===== src/rtl/com_proc.sv =====
// com_proc: command processor for the follower robot.
// Consumes go/stop commands and station IDs, tracks in_transit, gates motion
// with Ok2Move and drives a piezo tone while the robot is in transit but blocked.
module com_proc #(
  parameter int BUZZ_HALF = 12500
) (
  input  logic       clk,
  input  logic       rst_n,
  input  logic       cmd_rdy,
  input  logic [7:0] cmd,
  input  logic       ID_vld,
  input  logic [7:0] ID,
  input  logic       Ok2Move,
  output logic       clr_cmd_rdy,
  output logic       clr_ID_vld,
  output logic       go,
  output logic       in_transit,
  output logic       buzz,
  output logic       buzz_n
);

  localparam int CW = (BUZZ_HALF > 1) ? $clog2(BUZZ_HALF) : 1;

  typedef enum logic [1:0] {IDLE, CMD_RDY, ID_VLD} state_t;

  state_t          state_q, state_d;
  logic [5:0]      dest_id_q, dest_id_d;
  logic            in_transit_q, in_transit_d;
  logic [7:0]      id_cap_q, id_cap_d;
  logic [CW-1:0]   cnt_q, cnt_d;
  logic            buzz_q, buzz_d;

  // strobes produced by the FSM
  logic set_in_transit, clr_in_transit, load_dest, cap_id;
  logic clr_cmd_rdy_s, clr_id_vld_s;
  logic piezo_en;

  // Command/ID FSM: next state and one-cycle strobes.
  always_comb begin
    state_d        = state_q;
    set_in_transit = 1'b0;
    clr_in_transit = 1'b0;
    load_dest      = 1'b0;
    cap_id         = 1'b0;
    clr_cmd_rdy_s  = 1'b0;
    clr_id_vld_s   = 1'b0;
    unique case (state_q)
      IDLE: begin
        if (cmd_rdy) begin
          clr_cmd_rdy_s = 1'b1;
          if (cmd[7:6] == 2'b01) begin
            load_dest      = 1'b1;
            set_in_transit = 1'b1;
            state_d        = CMD_RDY;
          end
        end else if (ID_vld) begin
          // no destination yet, so any ID is stale
          clr_id_vld_s = 1'b1;
        end
      end
      CMD_RDY: begin
        if (cmd_rdy) begin
          clr_cmd_rdy_s = 1'b1;
          if (cmd[7:6] == 2'b01) begin
            load_dest = 1'b1;
          end else if (cmd[7:6] == 2'b00) begin
            clr_in_transit = 1'b1;
            state_d        = IDLE;
          end
        end else if (ID_vld) begin
          cap_id       = 1'b1;
          clr_id_vld_s = 1'b1;
          state_d      = ID_VLD;
        end
      end
      ID_VLD: begin
        if ((id_cap_q[7:6] == 2'b00) && (id_cap_q[5:0] == dest_id_q)) begin
          clr_in_transit = 1'b1;
          state_d        = IDLE;
        end else begin
          state_d = CMD_RDY;
        end
      end
      default: state_d = IDLE;
    endcase
  end

  // Datapath next values: destination, capture register, transit flag (set wins).
  always_comb begin
    dest_id_d    = load_dest ? cmd[5:0] : dest_id_q;
    id_cap_d     = cap_id ? ID : id_cap_q;
    in_transit_d = in_transit_q;
    if (clr_in_transit) in_transit_d = 1'b0;
    if (set_in_transit) in_transit_d = 1'b1;
  end

  // Buzzer: half-period counter toggles buzz on wrap; idle forces both to 0.
  always_comb begin
    piezo_en = in_transit_q & ~Ok2Move;
    cnt_d    = '0;
    buzz_d   = 1'b0;
    if (piezo_en) begin
      if (cnt_q == CW'(BUZZ_HALF - 1)) begin
        cnt_d  = '0;
        buzz_d = ~buzz_q;
      end else begin
        cnt_d  = cnt_q + 1'b1;
        buzz_d = buzz_q;
      end
    end
  end

  // State and datapath registers.
  always_ff @(posedge clk or negedge rst_n) begin
    if (!rst_n) begin
      state_q      <= IDLE;
      dest_id_q    <= '0;
      in_transit_q <= 1'b0;
      id_cap_q     <= '0;
      cnt_q        <= '0;
      buzz_q       <= 1'b0;
    end else begin
      state_q      <= state_d;
      dest_id_q    <= dest_id_d;
      in_transit_q <= in_transit_d;
      id_cap_q     <= id_cap_d;
      cnt_q        <= cnt_d;
      buzz_q       <= buzz_d;
    end
  end

  // Strobes are suppressed while reset is held so nothing is consumed then.
  assign clr_cmd_rdy = clr_cmd_rdy_s & rst_n;
  assign clr_ID_vld  = clr_id_vld_s & rst_n;
  assign in_transit  = in_transit_q;
  assign go          = in_transit_q & Ok2Move;
  assign buzz        = buzz_q;
  assign buzz_n      = ~buzz_q;

endmodule


===== config.mk =====
export PLATFORM = sky130hd
export DESIGN_NAME = com_proc
export DESIGN_NICKNAME = d
export VERILOG_FILES = /design/src/rtl/com_proc.sv
export SDC_FILE = /design/constraint.sdc
export NUM_CORES = 1
export LEC_CHECK = 0
export CAP_MARGIN = 40
export CORE_MARGIN = 1.5
export CORE_UTILIZATION = 55
export CTS_CLUSTER_DIAMETER = 120
export DETAILED_ROUTE_END_ITERATION = 10
export GPL_TIMING_DRIVEN = 0
export HOLD_SLACK_MARGIN = 0.12
export PLACE_DENSITY = 0.82
export RECOVER_POWER = 100
export SLEW_MARGIN = 10
export SYNTH_ARGS = -nofsm -noshare
export SYNTH_HDL_FRONTEND = slang
export SYNTH_SLANG_ARGS = --single-unit

===== constraint.sdc =====
create_clock -name clk -period 4.39 [get_ports clk]
set_input_delay 1.0975 -clock clk [delete_from_list [all_inputs] [get_ports clk]]
set_output_delay 1.0975 -clock clk [all_outputs]
set_load 0.02 [all_outputs]

# Word-level counts from Yosys, hierarchy flattened
# Index checks and enable logic that the tools add are counted.
# Widths: inputs -> output; s select.
dict set report op_classes {
  bitwise 6
  div 0
  order_cmp 0
  addsub 1
  n_reduce_logical 7
  eq_ne 11
  n_shift 0
  mux 29
  mul 0
}
# operator n
set ops {}
lappend ops {{$mux 14} 2}
lappend ops {{$mux 1} 19}
lappend ops {{$add 14x1->14 const B} 1}
lappend ops {{$eq 14x14->1 const B} 1}
lappend ops {{$mux 2} 6}
lappend ops {{$ne 3x3->1 const B} 3}
lappend ops {{$eq 6x6->1} 1}
lappend ops {{$logic_not 2->1} 3}
lappend ops {{$pmux 2 s3} 1}
lappend ops {{$reduce_and 5->1} 1}
lappend ops {{$and 1x1->1} 4}
lappend ops {{$eq 2x1->1 const B} 2}
lappend ops {{$ne 2x2->1 const B} 2}
lappend ops {{$eq 2x2->1 const B} 1}
lappend ops {{$ne 2x1->1 const B} 1}
lappend ops {{$not 1->1} 2}
lappend ops {{$pmux 1 s2} 1}
lappend ops {{$reduce_bool 2->1} 1}
lappend ops {{$reduce_or 2->1} 1}
lappend ops {{$logic_and 1x1->1} 1}
dict set report word_totals {
  latchBits 0
  n_memories 0
  reg_bits 32
  mem_bits_rw 0
  mem_bits_ro 0
  output_inout_bits 6
}

# Depth between registers and ports, before layout
# Gate-level depths: netlist of the first run.
dict set report depth {
  depth_word 7
  depth_mapped 6
  depth_no_buf 6
}

# Worst setup path after synthesis of the first run
# OpenSTA, ideal clock, no wires.
dict set report synth_timing {
  path_type {input-to-output}
  start {input port cmd_rdy}
  end {output port clr_ID_vld}
  t_arrival_ns 1.439
  slack_ns 1.853
  stages 1
  n_path_buf 0
  path_cell_list {and4bb_2}
}
dict set report synth_via {
  elab_chain_len 3
}
# item line_no
set synth_rtl {}
lappend synth_rtl {{start, declared} 9} ;# input logic cmd_rdy,
lappend synth_rtl {{$mux 1} 49} ;# if (cmd_rdy) begin
lappend synth_rtl {{$mux 1} n/a}
lappend synth_rtl {{$and 1x1->1} 134} ;# assign clr_ID_vld = clr_id_vld_s & rst_n;
lappend synth_rtl {{end, declared} 15} ;# output logic clr_ID_vld,
# Every way passes these cells.

# Worst setup path after layout of the first run
# Ends and elaborated chain as after synthesis.

==> results of run 1 <==
-- routing by layer --
metal | global-route usage | wire length, µm
met5 | 0 | 0
met4 | 0.0698 | 42
met1 | 0.264 | 1260
met2 | 0.380 | 1620
met3 | 0.0692 | 137
-- Yosys cell counts --
master,instances,area [µm²]
inv_1,5,18.8
o221ai_1,1,8.76
mux2_2,8,90.1
and4bb_1,1,12.5
o21ai_0,1,5.00
a211oi_2,1,12.5
nor4b_1,1,8.76
nor4bb_1,1,10.0
nand3b_1,1,7.51
buf_2,2,10.0
clkbuf_1,1,3.75
xnor2_1,2,17.5
nor4b_2,1,15.0
nor4_2,1,12.5
and4_1,2,17.5
buf_4,1,7.51
and3_1,3,18.8
a211o_1,1,8.76
nand4b_1,1,8.76
and3b_1,1,8.76
and2_1,4,25.0
and4bb_2,1,12.5
xor2_1,17,149
nand4_1,6,37.5
nand2_1,4,15.0
nand3b_2,1,11.3
nor4_1,2,12.5
nand3_1,4,20.0
dfrtp_1,32,801
or4bb_1,1,11.3
nor3b_1,3,22.5
ha_1,5,62.6
nand2b_1,2,12.5
mux2_1,6,67.6
nor4_4,1,21.3
nor2_1,15,56.3
-- cells in the final DEF (no fill, tap or decap), drive strengths merged, types with 5 or more instances in the layout --
cell,Yosys,routed
dfrtp,32,32
xor2,17,17
clkdlybuf4s50,0,17
nor2,15,15
mux2,14,14
clkbuf,1,9
dlygate4sd3,0,8
nand4,6,6
inv,5,5
ha,5,5
-- area by class of cell --
class | instances | area [µm²] | area share
tap | 31 | 38.8 | 0.0196
multi-input combinational | 99 | 774 | 0.391
inverter | 5 | 18.8 | 0.00948
sequential | 32 | 801 | 0.404
buffer | 4 | 16.3 | 0.00821
timing repair buffer | 26 | 255 | 0.129
clock inverter | 2 | 35.0 | 0.0177
clock buffer | 6 | 41.3 | 0.0208
-- how the worst max path moves through the flow --
stage	startpoint	to	slack, ns	cells past startpoint
3_3_place_gp	rst_n	clr_ID_vld	-0.28	3
4_1_cts	rst_n	clr_ID_vld	0.64	3
6_report	cmd_rdy	clr_ID_vld	0.55	3
3_5_place_dp	rst_n	clr_ID_vld	0.63	3
2_1_floorplan	cmd_rdy	clr_ID_vld	1.85	1
5_1_grt	rst_n	clr_ID_vld	0.47	3
-- report_power, final --
| group | internal (µW) | total (µW) | leakage, µW | switching (µW) |
|---|---|---|---|---|
| clock network | 119 | 219 | 0.0000422 | 100 |
| logic | 148 | 287 | 0.000436 | 139 |
| registers | 376 | 432 | 0.000408 | 56.2 |
-- metrics by stage --
stage	cell area [µm²]	util	hold WS (ns)
global placement	1940	0.697	0.439
CTS	2010	0.723	0.472
global route	1980	0.712	0.491
detailed placement	1930	0.695	0.447
finish	1980	0.712	0.467
floorplan	1640	-	0.423
-- kinds of logic after synthesis --
group | share of synthesized area
multiplexers | 0.0961
AO/OA/AOI/OAI | 0.0214
XOR/XNOR | 0.101
AND/OR/NAND/NOR | 0.230
flip-flops | 0.488
adder cells (fa/ha/maj) | 0.0381
buffers and inverters | 0.0244
-- registers in the layout (all words and copies together) (netlist names) --
name / count
dest_id_q: 6
in_transit: 1
buzz: 1
cnt_q: 14
id_cap_q: 8
state_q: 2
-- worst max-delay path, delay by kind of cell --
family / cells / cell delay, ns
buffers and inverters: 2 / 1.32
and+or+nand+nor: 1 / 0.32
==> flow_summary.ini, run 1 <==
[worst_hold_path]
holdPathEnd = cnt_q[0]$_DFF_PN0_
whs_path_depth = 1
hold_start = cnt_q[0]$_DFF_PN0_
hold_path.class = flip-flop to flip-flop

[routing]
drt_iter0_drc = 45
drcViolationCount = 0
ant_nets = 0
viasPerCell = 5.64
wl_per_cell_um = 14.9
dr.pass1.iters = 4
wirelength_mm = 3.06
vias = 1156

[cells_and_area]
finalNonFillerCells = 205
layout-drive-gt1-share = 0.115
area_growth_pct = 20.7
n_fill_cell = 220
nNetsFinal = 199
antenna_cells = 0

[sta]
layout_setup_ws_ns = 0.550
slew_headroom = 0.463
finalSetupViolations = 0
tightestPinTransition_ns = 0.798
period_minus_slack_ns = 3.84
finClkSkew_ns = 0.00611
fmax_mhz = 260
rsz0062_at_grt = no
maxSlewViolCount = 0
hold_violations = 0
finalSetupTns_ns = 0
min_period_over_period = 0.875

[synth]
postSynthAreaPerCell_um2 = 11.7
netlist_instances = 140
synth_area_mm2 = 0.00164
yosys_warnings = 0
yosysSeqAreaShare = 0.488
yosysUniqueCellTypes = 36
synth_fp_nets = 166
ys_ff_latch = 32

[critical_path]
rr_endpoint = state_q[0]$_DFFE_PN0P_
slowest_delay_ns = 0.67
cpMaxStageDelayCell = dlygate4sd3_1
required_ns = 3.29
worstPathMaxFanout = 10
path_common_cell = dlygate4sd3_1
rr_worst_depth = 6
critPathArrivalTime_ns = 2.74
critPathCaptureType = output port
criticalPathCategory = input pin to output port
critical_path.cell_chain = dlygate4sd3_1 -> and4bb_2 -> dlygate4sd3_1
r2r-start = state_q[1]$_DFFE_PN0P_
r2r_slack_ns = 2.33
start_kind = input pin

[global_routing]
grtUsageTotal = 0.221
grt_pass1_vias = 1235
antenna_found_initial = 0
grt_overflow = 0
grt_pass1_wl_mm = 5.49
grt_max_degree = 35

[pwr]
power_uw = 938
vdd_ir_drop_max_mv = 0.425
cellLeakagePower_uw = 0.000886
powerDensity_mw_per_mm2 = 474

[floorplan]
fp-row-count = 19
die_width_um = 57.6
start_util = 0.590
core_area_mm2 = 0.00278
fp.dieH_um = 57.6
io_pins = 27
dieArea_mm2 = 0.00332

[run_status]
outcome = completed

[cts]
cts_setup_buffers = 0
clkTransAtPathRegs_ns = 0.10
cts_resized = 0
cts_made_buffers = 5
cts_tree = built
cts_buffer_depth = 2
root_buffer = clkbuf_4
clk_latency_ns = 0.33
cts.htree.levels = 2
clock_sinks = 32
holdBufCountCts = 0

[placement]
io_buffers = 26
pre_cts_ws_ns = 0.634
gp_congestion = 0.792
dpl.hpwl_mm = 2.23
post-place-cells = 197

[flow_run]
drv_cap = 0
Power figures use the tool's default switching activity.
==> run 2, diff against run 1 <==
- ABC_AREA: not set -> 1
- PLACE_DENSITY: 0.82 -> 0.89
==> run 2 against run 1 <==
  * Worst setup slack gained 0.045 ns
  * First-iteration DRC count up 60%
  * Non-clock buffer count fell by 2
  * Core utilization decreased by 2.4 points
  * Synthesized area up 5.4%
  * Largest cell class unchanged
  * Critical endpoint unchanged
==> flow_summary.ini, run 2 <==
[run_status]
outcome = completed

[floorplan]
io_pins = 27
dieArea_mm2 = 0.00349
start_util = 0.571
fp.dieH_um = 59.1
core_area_mm2 = 0.00303
fp-row-count = 20
die_width_um = 59.1

[sta]
layout_setup_ws_ns = 0.595
fmax_mhz = 263
min_period_over_period = 0.865
tightestPinTransition_ns = 0.732
period_minus_slack_ns = 3.80
hold_violations = 0
rsz0062_at_grt = no
finClkSkew_ns = 0.00190
maxSlewViolCount = 0
finalSetupViolations = 0
slew_headroom = 0.507
finalSetupTns_ns = 0

[synth]
synth_area_mm2 = 0.00173
async_flop_share = 1.00
yosysSeqAreaShare = 0.463
synth_common_cells = 45 x nand2_1, 39 x inv_1, 36 x nor2_1, 32 x dfrtp_1, 16 x a21oi_1
postSynthAreaPerCell_um2 = 7.72
synth_fp_nets = 250
netlist_instances = 224
ys.flop_type = dfrtp_1
ys_ff_latch = 32
yosysUniqueCellTypes = 26
synth-edff-count = 0
synth_top_area_share = 0.463
yosysMostFrequentCell = nand2_1
yosys_warnings = 0
synthTopCellsByArea = dfrtp_1 46%, nand2_1 9.8%, inv_1 8.5%
yosysTopAreaCell = dfrtp_1

[worst_hold_path]
hold_path.class = flip-flop to flip-flop
hold_start = cnt_q[0]$_DFF_PN0_
whs_path_depth = 1
holdPathEnd = cnt_q[0]$_DFF_PN0_

[critical_path]
critical_path.top_delay_family = buffers and inverters
required_ns = 3.29
critical_path.cell_chain = buf_2 -> inv_1 -> nor4_1 -> dlygate4sd3_1
slowest_delay_ns = 0.70
cp_num_buf_inv = 3
rr_worst_depth = 5
worstPathMaxFanout = 33
r2r-start = cnt_q[8]$_DFF_PN0_
r2r_slack_ns = 2.55
rr_endpoint = buzz$_DFFE_PN0P_
start_kind = input pin
cpMaxStageDelayCell = dlygate4sd3_1
critPathCaptureType = output port
critPathArrivalTime_ns = 2.70
criticalPathCategory = input pin to output port

[cts]
clkTransAtPathRegs_ns = 0.09
cts_tree = built
cts_resized = 0
clock_sinks = 32
cts_made_buffers = 5
clk_latency_ns = 0.33
holdBufCountCts = 0
cts_buffer_depth = 2
cts.htree.levels = 2
cts_setup_buffers = 0
root_buffer = clkbuf_4

[cells_and_area]
antenna_cells = 0
area_growth_pct = 20.6
layout-drive-gt1-share = 0.0736
largest_register_ffs = 14
seq_area_um2 = 801
top_register = cnt_q
reg_top3 = cnt_q (14), id_cap_q (8), dest_id_q (6)
final_common_cell = nand2_1
n_fill_cell = 237
multiInputGateArea_um2 = 757
nNetsFinal = 283
final_cell_mix = 45 x nand2_1, 39 x inv_1, 37 x nor2_1, 32 x dfrtp_1

[global_routing]
grt_pass1_vias = 1494
grtUsageTotal = 0.231
grt_overflow = 0
antenna_found_initial = 0
grt_pass1_wl_mm = 6.02
grt_max_degree = 34

[routing]
drcViolationCount = 0
wirelength_mm = 3.48
vias = 1499
drt_iter0_drc = 72
viasPerCell = 4.96
wl_per_cell_um = 11.5
dr.pass1.iters = 4
ant_nets = 0

[placement]
dpl.hpwl_mm = 2.67
gp_congestion = 0.853
pre_cts_ws_ns = 0.558
io_buffers = 26

[pwr]
cellLeakagePower_uw = 0.00102
power_uw = 912
vdd_ir_drop_max_mv = 0.225
powerDensity_mw_per_mm2 = 437

[flow_run]
drv_cap = 0
==> run 2: worst max-delay path by stage <==
| stage | from | to | slack (ns) | cells past startpoint |
|---|---|---|---|---|
| after global placement | rst_n | clr_ID_vld | -0.38 | 4 |
| after CTS | rst_n | clr_ID_vld | 0.56 | 4 |
| after global routing | rst_n | clr_ID_vld | 0.38 | 4 |
| after detailed placement | rst_n | clr_ID_vld | 0.56 | 4 |
| after floorplan | ID_vld | clr_ID_vld | 1.46 | 2 |
| final | rst_n | clr_ID_vld | 0.59 | 4 |
==> run 2: area by class of cell <==
type / instances / share of cell area
Tap cell: 44 / 0.0264
Multi-Input combinational cell: 150 / 0.363
Inverter: 40 / 0.0720
Clock buffer: 8 / 0.0282
Timing Repair Buffer: 26 / 0.122
Sequential cell: 32 / 0.384
Buffer: 2 / 0.00360
==> run 2: power breakdown <==
part	total (µW)	switching [µW]	internal (µW)	leakage, µW
clock	175	95.9	79.0	0.0000326
combinational	314	194	120	0.000598
sequential	423	48.4	375	0.000395
==> run 2: logic make-up (layout without fill, tap and decap cells) <==
family                     Yosys count  count (layout)  synth area share
AOI/OAI and AO/OA                   27              27            0.0825
and+or+nand+nor                    118             118             0.326
DFF                                 32              32             0.463
buffers and inverters               42              76            0.0926
adders and majority gates            5               5            0.0362
==> run 2: through the flow <==
step / hold WS, ns / util / instance area, µm² / std cells
6_report: 0.507 / 0.688 / 2080 / 302
5_1_grt: 0.525 / 0.688 / 2080 / 302
4_1_cts: 0.500 / 0.693 / 2100 / 302
3_5_place_dp: 0.484 / 0.674 / 2040 / 294
3_3_place_gp: 0.469 / 0.675 / 2040 / 294
2_1_floorplan: 0.452 / - / 1730 / 224
==> run 2: per-layer routing <==
metal | share of wire | vias up | GRT usage
met5 | 0 | - | 0
met4 | 0.032 | 0 | 0.123
met3 | 0.046 | 12 | 0.0590
met2 | 0.47 | 31 | 0.389
met1 | 0.45 | 689 | 0.270
li1 | - | 767 | -
